==> config.mk <==
export PLATFORM = sky130hd
export DESIGN_NAME = serial_mag_comp
export DESIGN_NICKNAME = d
export VERILOG_FILES = /design/src/rtl/serial_mag_comp.sv
export SDC_FILE = /design/constraint.sdc
export NUM_CORES = 1
export LEC_CHECK = 0
export ABC_AREA = 1
export CELL_PAD_IN_SITES_DETAIL_PLACEMENT = 0
export CELL_PAD_IN_SITES_GLOBAL_PLACEMENT = 1
export CORE_MARGIN = 2
export CORE_UTILIZATION = 38
export CTS_CLUSTER_DIAMETER = 120
export DETAILED_ROUTE_END_ITERATION = 10
export GPL_ROUTABILITY_DRIVEN = 0
export GPL_TIMING_DRIVEN = 1
export HOLD_SLACK_MARGIN = 0.08
export PLACE_DENSITY_LB_ADDON = 0.1
export SETUP_SLACK_MARGIN = 0.15
export SYNTH_ARGS = -nofsm -noshare
export SYNTH_HDL_FRONTEND = slang
export SYNTH_SLANG_ARGS = --single-unit
export TNS_END_PERCENT = 100
==> constraint.sdc <==
create_clock -name clock -period 3.7 [get_ports clock]
set_clock_uncertainty 0.05 [all_clocks]
set_input_delay 0.37 -clock clock [delete_from_list [all_inputs] [get_ports clock]]
set_output_delay 0.37 -clock clock [all_outputs]
set_load 0.1 [all_outputs]
==> src/rtl/serial_mag_comp.sv <==
// Serial magnitude comparator: walks operands MSB-first, two bits per cycle,
// through one 2-bit comparator slice with registered EQ/GT cascade.
module serial_mag_comp #(
  parameter int WIDTH = 8
) (
  input  logic             clock,
  input  logic             reset_n,
  input  logic             start,
  input  logic [WIDTH-1:0] a,
  input  logic [WIDTH-1:0] b,
  output logic             busy,
  output logic             done,
  output logic             eq,
  output logic             gt,
  output logic             lt
);

  localparam int N  = WIDTH / 2;
  localparam int IW = (N > 1) ? $clog2(N) : 1;
  localparam logic [IW-1:0] IDX_MSB = IW'(N - 1);

  typedef enum logic [1:0] {
    IDLE,
    RUN,
    DONE
  } state_t;

  state_t           state;
  state_t           state_nx;
  logic [WIDTH-1:0] a_r;
  logic [WIDTH-1:0] b_r;
  logic [IW-1:0]    idx;
  logic             eq_c;
  logic             gt_c;

  logic [WIDTH-1:0] a_sh;
  logic [WIDTH-1:0] b_sh;
  logic [1:0]       da;
  logic [1:0]       db;
  logic             eq1;
  logic             gt1;
  logic             last;

  assign a_sh = a_r >> {idx, 1'b0};
  assign b_sh = b_r >> {idx, 1'b0};
  assign da   = a_sh[1:0];
  assign db   = b_sh[1:0];

  // 2-bit comparator slice with cascade inputs
  assign eq1  = eq_c & (da == db);
  assign gt1  = gt_c | (eq_c & (da > db));
  assign last = ~eq1 | (idx == '0);

  assign busy = (state == RUN);
  assign done = (state == DONE);

  always_comb begin
    state_nx = state;
    unique case (state)
      IDLE:    if (start) state_nx = RUN;
      RUN:     if (last) state_nx = DONE;
      DONE:    state_nx = IDLE;
      default: state_nx = IDLE;
    endcase
  end

  always_ff @(posedge clock) begin
    if (!reset_n) begin
      state <= IDLE;
      a_r   <= '0;
      b_r   <= '0;
      idx   <= '0;
      eq_c  <= 1'b0;
      gt_c  <= 1'b0;
      eq    <= 1'b0;
      gt    <= 1'b0;
      lt    <= 1'b0;
    end else begin
      state <= state_nx;
      unique case (state)
        IDLE: begin
          if (start) begin
            a_r  <= a;
            b_r  <= b;
            idx  <= IDX_MSB;
            eq_c <= 1'b1;
            gt_c <= 1'b0;
          end
        end
        RUN: begin
          eq_c <= eq1;
          gt_c <= gt1;
          if (last) begin
            eq <= eq1;
            gt <= gt1;
            lt <= ~eq1 & ~gt1;
          end else begin
            idx <= idx - 1'b1;
          end
        end
        default: ;
      endcase
    end
  end

endmodule

==> key figures <==
Final layout
  • Nets: 198
  • Area Growth Syn to Fin: 21.6%
  • FF+latch area: 500 µm²
  • Layout cells sized above 1: 6.86%
  • Most frequent cells in the layout: nor2_1 (49), o21ai_0 (27), dfxtp_1 (25), clkdlybuf4s50_1 (23), inv_1 (12)
  • Area of the multi-input gates: 523 µm²
  • Final Util: 49.2%
  • Number of fill cells: 303
  • # diodes: 0
  • Commonest non-fill, non-tap cell in the layout: nor2_1

Logic synthesis
  • Syn. warnings: 0
  • Cells after synthesis: 154
  • Yosys cell types: 21
  • Register area share after synthesis: 44.1%
  • FF+latch count, synth: 25
  • Post-Syn Nets: 176
  • Mapped cell area: 0.00114 mm²
  • Synthesized area per cell: 7.38 µm²

Routing
  • Drt wl/cell: 11.7 µm
  • Wirelength, routed: 2400 µm
  • Routed vias/inst: 5.11
  • Vias post-DR: 1052
  • DRT Pass-1 Iters: 4
  • ANT nets after route: 0
  • DRC viols: 0
  • DRT iter0 DRCs: 64

Timing
  • Worst-Margin Slew: 967 ps
  • Fin crit share: 66.2%
  • RSZ-0062 raised after global routing: false
  • Final WS setup: 1250 ps
  • Final setup fails: 0
  • Final Hold Fails: 0
  • Slew Limit Fails: 0
  • Fin crit period: 2450 ps
  • Setup TNS: 0 ps
  • WHS: 411 ps
  • Rel. slew slack: 35.3%
  • F_max: 409 MHz

Pwr
  • Maximum VDD drop: 0.262 mV
  • Power Density: 427 mW/mm²
  • Leak Pwr: 0.586 nW

Job
  • Max-cap violations: 0

Placement
  • Pre-CTS setup slack: 1610 ps
  • Port bufs: 23
  • DP Wirelength: 1740 µm

CTS
  • Setup bufs post-CTS: 0
  • Clk root buf: clkbuf_4
  • Clk sinks: 25
  • CTS tree: yes
  • CTS Hold Buffers Added: 0
  • Clk buf depth: 2
  • CTS resizes: 0
  • TritonCTS Buffers: 3
  • Later-pin clock latency in the skew report: 310 ps
  • Clk slew on worst S/H paths: 120 ps
  • CTS H-tree lvls: 1

Floorplanning
  • Core area: 0.00281 mm²
  • Initial cell density of the core: 40.5%
  • DIE WIDTH: 58.7 µm
  • I/O pin count: 24
  • Cell Rows: 19
  • Area of the die: 0.00344 mm²
  • Die Y: 58.7 µm

Min path
  • HP Class: reg2reg

Global routing
  • GRT busiest layer: met2
  • Total Routing Usage GR: 15.8%
  • Vias in the first global route: 1035
  • Pin count of the biggest net entering global routing: 23
  • Met1 global-route usage: 20.3%
  • Met3 GRT Util: 4.40%
  • Met2 GRT Util: 26.5%
  • Initial antenna violation count: 0
  • First-pass GRT wire length: 4290 µm
  • Total grt overflow: 0

Setup path
  • Worst Path Arrival: 2030 ps
  • Critical Path RT: 3280 ps
  • Kind of critical path: reg2out
  • Crit path max fanout: 4
  • Crit. End Element: output port
  • Kind of start point of the critical path: flop

Outcome
  • Status: complete, no violations
sequential cells by signal (all words and copies together) (netlist names):
register / count
state: 2
gt_c: 1
gt: 1
eq_c: 1
b_r: 8
lt: 1
idx: 2
a_r: 8
eq: 1
critical path: stages, from the launching register on:
cell and delay, ps:
dfxtp_1 360, inv_2 70, nor2_4 130, clkdlybuf4s50_1 1150
final timing paths:
| kind | slack (ps) | from | end | cells past startpoint |
|---|---|---|---|---|
| max | 1250 | state[0]$_SDFFE_PN0P_ | busy | 3 |
| min | 410 | eq$_SDFFE_PN0P_ | eq$_SDFFE_PN0P_ | 2 |
| max reg2reg | 1720 | idx[0]$_SDFFE_PN0P_ | idx[0]$_SDFFE_PN0P_ | 9 |
| min reg2reg | 410 | eq$_SDFFE_PN0P_ | eq$_SDFFE_PN0P_ | 2 |
area by class of cell:
cell class	instances	share of cell area (%)
Multi-Input combinational cell	107	37.9
Tap cell	31	2.81
Sequential cell	25	36.2
Timing Repair Buffer	23	16.7
Clock buffer	4	1.90
Inverter	16	4.53
cells in the mapped netlist, drive strengths merged:
cell / instances / area, µm²
a21oi: 5 / 25.0
clkbuf: 1 / 3.75
inv: 16 / 62.6
nand4: 2 / 12.5
o22a: 2 / 17.5
nand3: 4 / 37.5
nor2: 50 / 195
nand2: 12 / 50.1
o22ai: 2 / 12.5
ha: 3 / 37.5
buf: 5 / 46.3
o21ai: 27 / 135
dfxtp: 25 / 500
per-stage QoR:
step | instances | power [mW] | cell area [µm²]
2_1_floorplan | 154 | 0.436 | 1140
3_3_place_gp | 202 | 0.476 | 1360
3_5_place_dp | 202 | 0.479 | 1360
4_1_cts | 206 | 0.600 | 1380
5_1_grt | 206 | 0.634 | 1380
6_report | 206 | 0.589 | 1380
power breakdown:
part           switching [mW]  internal, mW
Combinational           0.101        0.0622
Sequential             0.0161         0.292
Clock                  0.0752        0.0421
Total                   0.192         0.397
cells by family after synthesis:
family	count (synthesis)	share of synthesized area [%]
buffers and inverters	22	9.91
DFF	25	44.1
AOI/OAI and AO/OA	36	16.7
and+or+nand+nor	68	26.0
adders and majority gates	3	3.30
per-layer routing:
layer / vias up / part of all wire [%]
met5: - / 0
met4: 0 / 0.71
met3: 2 / 4.7
met2: 21 / 48
met1: 488 / 47
li1: 541 / -
Power figures use the tool's default switching activity.
